--- src/rtl/abft_pkg.sv ---
// ---------------------------------------------------------------------------
// abft_pkg
// Shared definitions for the ABFT checksum encoder slice:
//   - state_t     : encoder FSM states
//   - N/DW/CW     : default matrix dimension, element width, checksum width
//   - OUT_SEL_*   : meaning of the out_sel bit on the checksum port
// No ports (package).
// ---------------------------------------------------------------------------
package abft_pkg;

  localparam int N_DEFAULT  = 4;
  localparam int DW_DEFAULT = 8;
  localparam int CW_DEFAULT = 8;

  localparam logic OUT_SEL_COL = 1'b0;  // column checksum of A
  localparam logic OUT_SEL_ROW = 1'b1;  // row checksum of B

  typedef enum logic [2:0] {
    IDLE   = 3'd0,
    LOAD_A = 3'd1,
    LOAD_B = 3'd2,
    EMIT   = 3'd3,
    DONE   = 3'd4
  } state_t;

endpackage

--- src/rtl/abft_checksum_encoder_if.sv ---
// ---------------------------------------------------------------------------
// abft_checksum_encoder_if
// Element input stream and checksum output stream of the encoder.
//   in_valid/in_ready/in_data             : row-major elements, A then B
//   out_valid/out_ready/out_data          : checksum stream
//   out_sel (0 = column of A, 1 = row of B), out_idx (column/row index)
// Modports: master = producer of elements / consumer of checksums,
//           slave  = the encoder.
// ---------------------------------------------------------------------------
interface abft_checksum_encoder_if #(
  parameter int N  = 4,
  parameter int DW = 8,
  parameter int CW = 8
);
  localparam int IW = $clog2(N);

  logic          in_valid;
  logic          in_ready;
  logic [DW-1:0] in_data;
  logic          out_valid;
  logic          out_ready;
  logic [CW-1:0] out_data;
  logic          out_sel;
  logic [IW-1:0] out_idx;

  modport master (
    output in_valid, in_data, out_ready,
    input  in_ready, out_valid, out_data, out_sel, out_idx
  );

  modport slave (
    input  in_valid, in_data, out_ready,
    output in_ready, out_valid, out_data, out_sel, out_idx
  );

endinterface

--- src/rtl/abft_cs_acc.sv ---
// ---------------------------------------------------------------------------
// abft_cs_acc
// Bank of N independent modular accumulators, CW bits each. Overflow wraps
// silently (mod 2^CW).
// Ports:
//   clk       in   clock, rising edge
//   rst       in   asynchronous active-low reset, clears all lanes
//   i_clear   in   synchronous clear of all lanes (takes priority over add)
//   i_add_en  in   add i_din into lane i_lane this cycle
//   i_lane    in   lane select
//   i_din     in   addend, zero-extended to CW
//   o_acc     out  flat bus, lane k at [k*CW +: CW]
// ---------------------------------------------------------------------------
module abft_cs_acc
  import abft_pkg::*;
#(
  parameter int N  = N_DEFAULT,
  parameter int DW = DW_DEFAULT,
  parameter int CW = CW_DEFAULT,
  localparam int LW = $clog2(N)
) (
  input  logic            clk,
  input  logic            rst,
  input  logic            i_clear,
  input  logic            i_add_en,
  input  logic [LW-1:0]   i_lane,
  input  logic [DW-1:0]   i_din,
  output logic [N*CW-1:0] o_acc
);

  genvar gi;
  generate
    for (gi = 0; gi < N; gi++) begin : g_lane
      logic [CW-1:0] r_acc;

      always_ff @(posedge clk or negedge rst) begin
        if (!rst) begin
          r_acc <= '0;
        end else if (i_clear) begin
          r_acc <= '0;
        end else if (i_add_en && (i_lane == LW'(gi))) begin
          r_acc <= r_acc + CW'(i_din);
        end
      end

      assign o_acc[gi*CW +: CW] = r_acc;
    end
  endgenerate

endmodule

--- src/rtl/abft_checksum_encoder.sv ---
// ---------------------------------------------------------------------------
// abft_checksum_encoder
// Streams in an NxN matrix A then an NxN matrix B (row-major), accumulates
// column checksums of A and row checksums of B mod 2^CW, then emits them as
// c0..c{N-1}, r0..r{N-1} over a valid/ready port.
// Ports:
//   clk    in   clock, rising edge
//   rst    in   asynchronous active-low reset
//   start  in   begin a run (only honoured in IDLE)
//   bus    slave modport: in_valid/in_ready/in_data element stream,
//          out_valid/out_ready/out_data/out_sel/out_idx checksum stream
//   busy   out  high in every state except IDLE
//   done   out  one-cycle pulse after the last checksum is accepted
// All outputs decode from registers only; nothing on the input side or
// out_ready reaches an output combinationally.
// ---------------------------------------------------------------------------
module abft_checksum_encoder
  import abft_pkg::*;
#(
  parameter int N  = N_DEFAULT,
  parameter int DW = DW_DEFAULT,
  parameter int CW = CW_DEFAULT
) (
  input  logic                   clk,
  input  logic                   rst,
  input  logic                   start,
  abft_checksum_encoder_if.slave bus,
  output logic                   busy,
  output logic                   done
);

  localparam int LW   = $clog2(N);
  localparam int EC_W = 2 * LW + 1;   // log2(N*N)+1
  localparam int EM_W = LW + 1;       // counts 0..2N-1
  localparam logic [EC_W-1:0] LAST_ELEM = EC_W'(N * N - 1);
  localparam logic [EM_W-1:0] LAST_EMIT = EM_W'(2 * N - 1);

  state_t          r_state;
  state_t          w_state_next;
  logic [EC_W-1:0] r_elem_cnt;
  logic [EM_W-1:0] r_emit_cnt;

  logic            w_in_fire;
  logic            w_out_fire;
  logic            w_last_elem;
  logic            w_last_emit;
  logic            w_clear;
  logic [N*CW-1:0] w_col_bus;
  logic [N*CW-1:0] w_row_bus;
  logic            w_emit_row;
  logic [LW-1:0]   w_emit_idx;
  logic [CW-1:0]   w_col_sel;
  logic [CW-1:0]   w_row_sel;

  assign w_in_fire   = bus.in_valid && bus.in_ready;
  assign w_out_fire  = bus.out_valid && bus.out_ready;
  assign w_last_elem = (r_elem_cnt == LAST_ELEM);
  assign w_last_emit = (r_emit_cnt == LAST_EMIT);

  // ---------------- FSM ----------------
  always_ff @(posedge clk or negedge rst) begin
    if (!rst) begin
      r_state <= IDLE;
    end else begin
      r_state <= w_state_next;
    end
  end

  always_comb begin
    w_state_next = r_state;
    w_clear      = 1'b0;
    case (r_state)
      IDLE: begin
        if (start) begin
          w_state_next = LOAD_A;
          w_clear      = 1'b1;
        end
      end
      LOAD_A: if (w_in_fire && w_last_elem) w_state_next = LOAD_B;
      LOAD_B: if (w_in_fire && w_last_elem) w_state_next = EMIT;
      EMIT:   if (w_out_fire && w_last_emit) w_state_next = DONE;
      DONE:   w_state_next = IDLE;
      default: w_state_next = IDLE;
    endcase
  end

  // ---------------- counters ----------------
  // The element counter wraps to 0 after the last element of each matrix,
  // so LOAD_B starts at element 0 without needing a separate clear.
  always_ff @(posedge clk or negedge rst) begin
    if (!rst) begin
      r_elem_cnt <= '0;
      r_emit_cnt <= '0;
    end else begin
      if (w_clear) begin
        r_elem_cnt <= '0;
      end else if (w_in_fire) begin
        r_elem_cnt <= w_last_elem ? '0 : r_elem_cnt + EC_W'(1);
      end

      if (w_clear) begin
        r_emit_cnt <= '0;
      end else if (w_out_fire) begin
        r_emit_cnt <= w_last_emit ? '0 : r_emit_cnt + EM_W'(1);
      end
    end
  end

  // ---------------- accumulators ----------------
  // Column of A = element index mod N (low bits); row of B = index div N.
  abft_cs_acc #(.N(N), .DW(DW), .CW(CW)) u_col_acc (
    .clk      (clk),
    .rst      (rst),
    .i_clear  (w_clear),
    .i_add_en (w_in_fire && (r_state == LOAD_A)),
    .i_lane   (r_elem_cnt[LW-1:0]),
    .i_din    (bus.in_data),
    .o_acc    (w_col_bus)
  );

  abft_cs_acc #(.N(N), .DW(DW), .CW(CW)) u_row_acc (
    .clk      (clk),
    .rst      (rst),
    .i_clear  (w_clear),
    .i_add_en (w_in_fire && (r_state == LOAD_B)),
    .i_lane   (r_elem_cnt[2*LW-1:LW]),
    .i_din    (bus.in_data),
    .o_acc    (w_row_bus)
  );

  // ---------------- output mux ----------------
  // The emit counter's MSB separates the column phase from the row phase.
  assign w_emit_row = r_emit_cnt[LW];
  assign w_emit_idx = r_emit_cnt[LW-1:0];
  assign w_col_sel  = w_col_bus[w_emit_idx*CW +: CW];
  assign w_row_sel  = w_row_bus[w_emit_idx*CW +: CW];

  assign bus.in_ready  = (r_state == LOAD_A) || (r_state == LOAD_B);
  assign bus.out_valid = (r_state == EMIT);
  // Gate the payload so it reads 0 outside EMIT.
  assign bus.out_sel   = bus.out_valid ? (w_emit_row ? OUT_SEL_ROW : OUT_SEL_COL) : 1'b0;
  assign bus.out_idx   = bus.out_valid ? w_emit_idx : '0;
  assign bus.out_data  = bus.out_valid ? (w_emit_row ? w_row_sel : w_col_sel) : '0;

  assign busy = (r_state != IDLE);
  assign done = (r_state == DONE);

endmodule

--- src/flat_wrapper.sv ---
// flat-port wrapper written by rule: the top's interface ports become plain ports
module abft_checksum_encoder_flat import abft_pkg::*;
#(
  parameter int N  = N_DEFAULT,
  parameter int DW = DW_DEFAULT,
  parameter int CW = CW_DEFAULT
)
  (clk, rst, start, busy, done, bus_in_valid, bus_in_data, bus_out_ready, bus_in_ready, bus_out_valid, bus_out_data, bus_out_sel, bus_out_idx);
  abft_checksum_encoder_if #(.N(N), .DW(DW), .CW(CW)) bus_i ();
  input  logic clk;
  input  logic rst;
  input  logic start;
  output logic busy;
  output logic done;
  input wire logic [$bits(bus_i.in_valid)-1:0] bus_in_valid;
  input wire logic [$bits(bus_i.in_data)-1:0] bus_in_data;
  input wire logic [$bits(bus_i.out_ready)-1:0] bus_out_ready;
  output wire logic [$bits(bus_i.in_ready)-1:0] bus_in_ready;
  output wire logic [$bits(bus_i.out_valid)-1:0] bus_out_valid;
  output wire logic [$bits(bus_i.out_data)-1:0] bus_out_data;
  output wire logic [$bits(bus_i.out_sel)-1:0] bus_out_sel;
  output wire logic [$bits(bus_i.out_idx)-1:0] bus_out_idx;
  assign bus_i.in_valid = bus_in_valid;
  assign bus_i.in_data = bus_in_data;
  assign bus_i.out_ready = bus_out_ready;
  assign bus_in_ready = bus_i.in_ready;
  assign bus_out_valid = bus_i.out_valid;
  assign bus_out_data = bus_i.out_data;
  assign bus_out_sel = bus_i.out_sel;
  assign bus_out_idx = bus_i.out_idx;
  abft_checksum_encoder #(.N(N), .DW(DW), .CW(CW)) u_core (.clk(clk), .rst(rst), .start(start), .bus(bus_i), .busy(busy), .done(done));
endmodule
--- config.mk ---
export PLATFORM = sky130hd
export DESIGN_NAME = abft_checksum_encoder_flat
export DESIGN_NICKNAME = d
export VERILOG_FILES = /design/src/rtl/abft_pkg.sv /design/src/rtl/abft_checksum_encoder_if.sv /design/src/rtl/abft_cs_acc.sv /design/src/rtl/abft_checksum_encoder.sv /design/src/flat_wrapper.sv
export SDC_FILE = /design/constraint.sdc
export NUM_CORES = 1
export LEC_CHECK = 0
export CORE_UTILIZATION = 55
export DETAILED_ROUTE_END_ITERATION = 10
export MAX_ROUTING_LAYER = met4
export PLACE_DENSITY = 0.74
export SYNTH_ARGS = -nofsm -noshare
export SYNTH_HDL_FRONTEND = slang
export SYNTH_SLANG_ARGS = --single-unit
--- constraint.sdc ---
create_clock -name clk -period 5.7 [get_ports clk]
set_input_delay 1.71 -clock clk [delete_from_list [all_inputs] [get_ports clk]]
set_output_delay 1.71 -clock clk [all_outputs]
set_load 0.05 [all_outputs]
==> results of run 1 <==
## power groups by stage
stage | Sequential (mW) | Combinational, mW | Clock (mW)
5_1_grt | 0.937 | 1.55 | 0.448
2_1_floorplan | 0.794 | 1.12 | 0
4_1_cts | 0.906 | 1.39 | 0.422
3_3_place_gp | 0.909 | 1.33 | 0
6_report | 0.918 | 1.39 | 0.414
3_5_place_dp | 0.916 | 1.38 | 0
## layer usage
layer	share of wire	vias up	wire length, um	GRT usage
li1	-	2470	-	-
met1	0.44	2573	6980	0.3984
met2	0.47	170	7483	0.4912
met3	0.064	37	1031	0.05350
met4	0.032	0	512	0.1487
met5	0	-	0	-
## worst paths after layout
path / to / slack (ps) / cells after the start
max: bus_out_data[7] / 1100 / 4
min: u_core.u_row_acc.g_lane[2].r_acc[7] / 480 / 1
max reg2reg: u_core.u_col_acc.g_lane[2].r_acc[7] / 3420 / 5
min reg2reg: u_core.u_row_acc.g_lane[2].r_acc[7] / 480 / 1
max in group asynchronous: u_core.u_col_acc.g_lane[3].r_acc[6] / 3560 / 1
min in group asynchronous: u_core.r_emit_cnt[1] / 1500 / 1
## metrics by stage
| step | setup slack [ps] | hold slack (ps) | cells | power (mW) |
|---|---|---|---|---|
| after floorplan | 2034 | 439.8 | 661 | 1.916 |
| after global placement | 1537 | 463.3 | 800 | 2.236 |
| after CTS | 1137 | 481.2 | 814 | 2.718 |
| after global routing | 1025 | 522.1 | 814 | 2.932 |
| final | 1102 | 479.4 | 814 | 2.726 |
| after detailed placement | 1456 | 468.5 | 800 | 2.294 |
## area by class of cell
| cell class | instances | area [um2] | share of cell area |
|---|---|---|---|
| Inverter | 36 | 135.1 | 0.02054 |
| Tap cell | 136 | 170.2 | 0.02586 |
| Timing Repair Buffer | 30 | 290.3 | 0.04411 |
| Sequential cell | 75 | 1877 | 0.2852 |
| Clock inverter | 3 | 40.04 | 0.006085 |
| Clock buffer | 11 | 141.4 | 0.02149 |
| Multi-Input combinational cell | 523 | 3926 | 0.5967 |
## sequential cells by signal, summed over array words and instances (netlist names)
signal,count
u_core.u_col_acc.g_lane.r_acc,32
u_core.u_row_acc.g_lane.r_acc,32
u_core.r_state,3
u_core.r_elem_cnt,5
u_core.r_emit_cnt,3
## cells in the final DEF (no fill, tap or decap), drive strengths merged, types with 9 or more instances in the layout
cell           synthesis  routed
a21o                   9       9
nand2                 67      67
nor2                  31      31
o21ai                 75      75
inv                   35      35
nand3                 38      38
clkbuf                17      11
nor3                  14      14
nor2b                  9       9
a211oi                11      11
mux4                  16      16
ha                    62      62
mux2i                 22      22
nor3b                 13      13
xor2                  21      21
clkdlybuf4s50          0      26
dfrtp                 75      75
a21oi                 31      31
## kinds of logic (layout without fill, tap and decap cells)
group / count (synthesis) / after routing / synth area share
AOI/OAI and AO/OA: 172 / 172 / 0.1732
xor gates and xnor gates: 22 / 22 / 0.03176
adders and majority gates: 70 / 70 / 0.1543
buffers and inverters: 63 / 80 / 0.04351
DFF: 75 / 75 / 0.3093
muxes: 38 / 38 / 0.09569
and+or+nand+nor: 221 / 221 / 0.1922
## worst max-delay path: stages, from the launching register on
cell	delay [ps]
dfrtp_1	930
mux4_2	390
mux2i_1	90
nor2_1	230
clkdlybuf4s50_1	860
==> results.ini, run 1 <==
[route]
vias_per_cell = 6.450
postRouteAntennaNets = 0
via_count = 5250
dr.pass1.iters = 5
drc = 0
drt-total-wl_um = 16010
drt_iter0_drc = 307
wl_per_cell_um = 19.66

[clock_tree]
htree_levels = 3
clkSinkCount = 75
cts_max_path_buffers = 2
insertion_delay_ps = 370
path_clk_slew_ps = 70
cts_hold_buf = 0
cts_made_buffers = 9
post_cts_buffers = 0
root_buffer = clkbuf_8
cts.repair.resized = 0
cts_tree = built

[global_routing]
grt_pass1_vias = 5147
grt_usage = 0.3142
grt_max_degree = 76
grt_first_pass_wirelength_um = 26150
antenna_found_initial = 0
grt_overflow = 0

[final_layout]
num-nets-final = 758
fill_cells = 862
final_area_um2 = 6580
syn_to_final_growth_pct = 8.455
antenna_cells = 0
drive_gt1_frac = 0.06047
postLayoutCoreUtil = 0.6261

[power_and_ir_drop]
p_sw_frac = 0.4493
power.switching_mw = 1.225
pwr-share-comb = 0.511
p_int_mw = 1.501
clock_power_share = 0.152
power.leakage_nw = 2.911
power_frac_seq = 0.337
ir_drop_mv = 0.2802
p_per_area_nw_per_um2 = 414.2

[logic_synthesis]
synth_edf_count = 0
synth-seq-area-share = 0.3093
synth_commonest_cells = 75 x dfrtp_1, 75 x o21ai_0, 63 x nand2_1
syn_area_um2 = 6067
synthArstFlopShare = 1.000
avgSynthCellArea_um2 = 9.179
yosysTopAreaCell = dfrtp_1
yosysWarnings = 0
ys_seq_elements = 75
syn_inst = 661
ys.flop_type = dfrtp_1
yosysUniqueCellTypes = 54
syn-num-nets = 744
yosysTopAreaCellShare = 0.3093
netlist_top_cells_area = dfrtp_1 31%, ha_1 13%, o21ai_0 6.2%, mux4_2 5.9%, nand2_1 3.9%

[timing]
skew_ps = 7.394
tightest_slew_ps = 997.0
layout_min_cycle_time_ps = 4598
max_freq_mhz = 217.5
hold_violations = 0
fin_crit_sh = 0.8067
slew_headroom = 0.3353
rsz0062_at_grt = false
setup_viol = 0
timing.setup.tns_ps = 0
maxSlewViolCount = 0

[placement]
placed_cell_area_um2 = 6399
gp_congestion = 0.8407
dp.final_hpwl_um = 11490
numPortBuffers = 27

[worst_setup_path]
start_kind = flop
crit_fanout = 20
crit_start = u_core.r_emit_cnt[0]
timing.rr.start = u_core.r_state[1]
cp_data_required_time_ps = 3990
arrival_ps = 2890
cp-end-kind = output port
crit_type = flop to output port

[flow_run]
cap_violations = 0

[min_path]
hp-class = flop to flop
hold_start = u_core.u_row_acc.g_lane[2].r_acc[7]

[die]
core.rowCount = 37
die_x_um = 107.0
die_area_um2 = 11460
ioPinCount = 28
die_y_um = 107.0
start_util = 0.5773
core_um2 = 10510

[status]
outcome = finished clean

No activity file was read; power rests on OpenSTA's default activity.
==> inputs of run 2 (changes only) <==
==> constraint.sdc (replaced) <==
create_clock -name clk -period 4.4 [get_ports clk]
set_input_delay 1.32 -clock clk [delete_from_list [all_inputs] [get_ports clk]]
set_output_delay 1.32 -clock clk [all_outputs]
set_load 0.05 [all_outputs]
==> run 2 against run 1 <==
  * Critical path depth is the same
  * Clock-buffer cell count unchanged
  * Routed wire length rose by 0.51%
  * Worst setup slack lost 720 ps
  * Combinational power grew 30%
  * Cell area is 1.0% higher
  * Sequential cell count unchanged
  * Clock skew rose by 0.53 ps
  * Critical path type unchanged
  * Largest power group unchanged
==> results.ini, run 2 (synthesized netlist as in run 1, its figures left out) <==
[status]
outcome = finished clean

[final_layout]
fill_cells = 877  ; +1.7%
antenna_cells = 0  ; unchanged
syn_to_final_growth_pct = 9.569
num-nets-final = 759  ; +0.13%
reg_top3 = u_core.u_col_acc.g_lane.r_acc x32, u_core.u_row_acc.g_lane.r_acc x32, u_core.r_elem_cnt x5
drive_gt1_frac = 0.06461  ; +0.004139
mostFrequentLayoutCells = 75 x o21ai_0, 75 x dfrtp_1, 63 x nand2_1
final_area_um2 = 6648  ; +1.0%

[timing]
slew_headroom = 0.3502  ; +0.01485
max_freq_mhz = 248.7
skew_ps = 7.922  ; +0.5279 ps
rsz0062_at_grt = false
timing.setup.tns_ps = 0  ; unchanged
maxSlewViolCount = 0  ; unchanged
setup_viol = 0  ; unchanged
tightest_slew_ps = 974.8  ; -22.28 ps
layout_min_cycle_time_ps = 4021
fin_crit_sh = 0.9138
hold_violations = 0  ; unchanged

[route]
postRouteAntennaNets = 0  ; unchanged
vias_per_cell = 6.504  ; +0.85%
drt-total-wl_um = 16090  ; +0.51%
dr.pass1.iters = 4  ; -1
drc = 0  ; unchanged
wl_per_cell_um = 19.69  ; +0.14%
via_count = 5314  ; +1.2%
drt_iter0_drc = 368  ; +20%

[die]
core_um2 = 10510  ; unchanged
ioPinCount = 28  ; unchanged
die_area_um2 = 11460  ; unchanged
die_y_um = 107.0  ; unchanged
core.rowCount = 37  ; unchanged
die_x_um = 107.0  ; unchanged
start_util = 0.5773  ; unchanged

[global_routing]
antenna_found_initial = 0  ; unchanged
grt_usage = 0.3113  ; -0.002909
grt_pass1_vias = 5161  ; +0.27%
grt_overflow = 0  ; unchanged
grt_max_degree = 76  ; unchanged
grt_first_pass_wirelength_um = 26410  ; +1.0%

[placement]
gp_congestion = 0.9060  ; +7.8%
placed_cell_area_um2 = 6406  ; +0.12%
dp.final_hpwl_um = 11700  ; +1.9%
numPortBuffers = 27  ; unchanged

[flow_run]
cap_violations = 0  ; unchanged

[worst_setup_path]
crit_fanout = 15  ; -25%
crit_type = flop to output port
max_stage_delay_ps = 860  ; -70 ps
cp-end-kind = output port
start_kind = flop
crit_buf_inv = 1  ; unchanged
crit_path_cell_trace = mux4_2 > mux2i_1 > nor2_1 > clkdlybuf4s50_1
path_delay_family = buffers and inverters
cp_data_required_time_ps = 3080  ; -910 ps
arrival_ps = 2700  ; -190 ps
critPathSlowestCell = clkdlybuf4s50_1

[min_path]
hp-class = flop to flop

[power_and_ir_drop]
p_int_mw = 2.067  ; +38%
power_frac_seq = 0.324  ; -0.013
power.switching_mw = 1.594  ; +30%
pwr-share-comb = 0.495  ; -0.016
power.leakage_nw = 2.944  ; +1.1%
p_sw_frac = 0.4354  ; -0.01397
p_per_area_nw_per_um2 = 550.8  ; +33%
clock_power_share = 0.182  ; +0.030
ir_drop_mv = 0.3523  ; +26%

[clock_tree]
cts_tree = built
cts_made_buffers = 9  ; unchanged
post_cts_buffers = 0  ; unchanged
htree_levels = 3  ; unchanged
root_buffer = clkbuf_8
cts_max_path_buffers = 2  ; unchanged
path_clk_slew_ps = 80  ; about the same
insertion_delay_ps = 360  ; about the same
clkSinkCount = 75  ; unchanged
cts.repair.resized = 0  ; unchanged
cts_hold_buf = 0  ; unchanged

==> run 2: cell count changes in the layout (fill, tap and decap cells not counted) <==
cell	before	now
bufinv_16	1	3
buf_4	4	5
==> run 2: through the flow <==
step	worst slack, ps	util	instances	total power [mW]	hold slack (ps)
6_report	379.4	0.6326	817	3.661	482.7
4_1_cts	408.7	0.6326	817	3.645	481.4
2_1_floorplan	1124	-	661	2.482	439.8
5_1_grt	296.7	0.6326	817	3.915	500.6
3_5_place_dp	566.1	0.6096	801	2.976	470.6
3_3_place_gp	706.8	0.6096	801	2.886	455.5
==> run 2: per-layer routing <==
layer,up-vias,track usage,wire [um]
met5,-,-,0
met4,0,0.1184,535
met3,34,0.04620,1034
met2,200,0.4866,7470
met1,2620,0.4111,7047
li1,2460,-,-
==> run 2: layout make-up <==
class | count | area (um2) | share of cell area
inverter | 36 | 135.1 | 0.02033
multi-input combinational | 523 | 3926 | 0.5906
timing repair buffer | 31 | 297.8 | 0.04480
clock buffer | 11 | 141.4 | 0.02127
sequential | 75 | 1877 | 0.2823
clock inverter | 5 | 100.1 | 0.01506
tap | 136 | 170.2 | 0.02560
==> run 2: worst paths after layout <==
kind | slack [ps] | start | to | depth (start not counted)
max in group asynchronous | 2660 | rst | u_core.u_col_acc.g_lane[3].r_acc[4] | 1
min | 480 | u_core.u_row_acc.g_lane[3].r_acc[7] | u_core.u_row_acc.g_lane[3].r_acc[7] | 1
max | 380 | u_core.r_emit_cnt[0] | bus_out_data[7] | 4
max reg2reg | 1950 | u_core.r_state[1] | u_core.u_row_acc.g_lane[1].r_acc[1] | 6
min reg2reg | 480 | u_core.u_row_acc.g_lane[3].r_acc[7] | u_core.u_row_acc.g_lane[3].r_acc[7] | 1
min in group asynchronous | 1110 | rst | u_core.r_state[1] | 1
==> run 2: power by group through the flow <==
stage | Combinational [mW] | Sequential (mW) | Clock, mW
6_report | 1.81 | 1.18 | 0.666
5_1_grt | 2.01 | 1.21 | 0.698
4_1_cts | 1.80 | 1.17 | 0.672
3_5_place_dp | 1.79 | 1.18 | 0
3_3_place_gp | 1.72 | 1.17 | 0
2_1_floorplan | 1.45 | 1.03 | 0
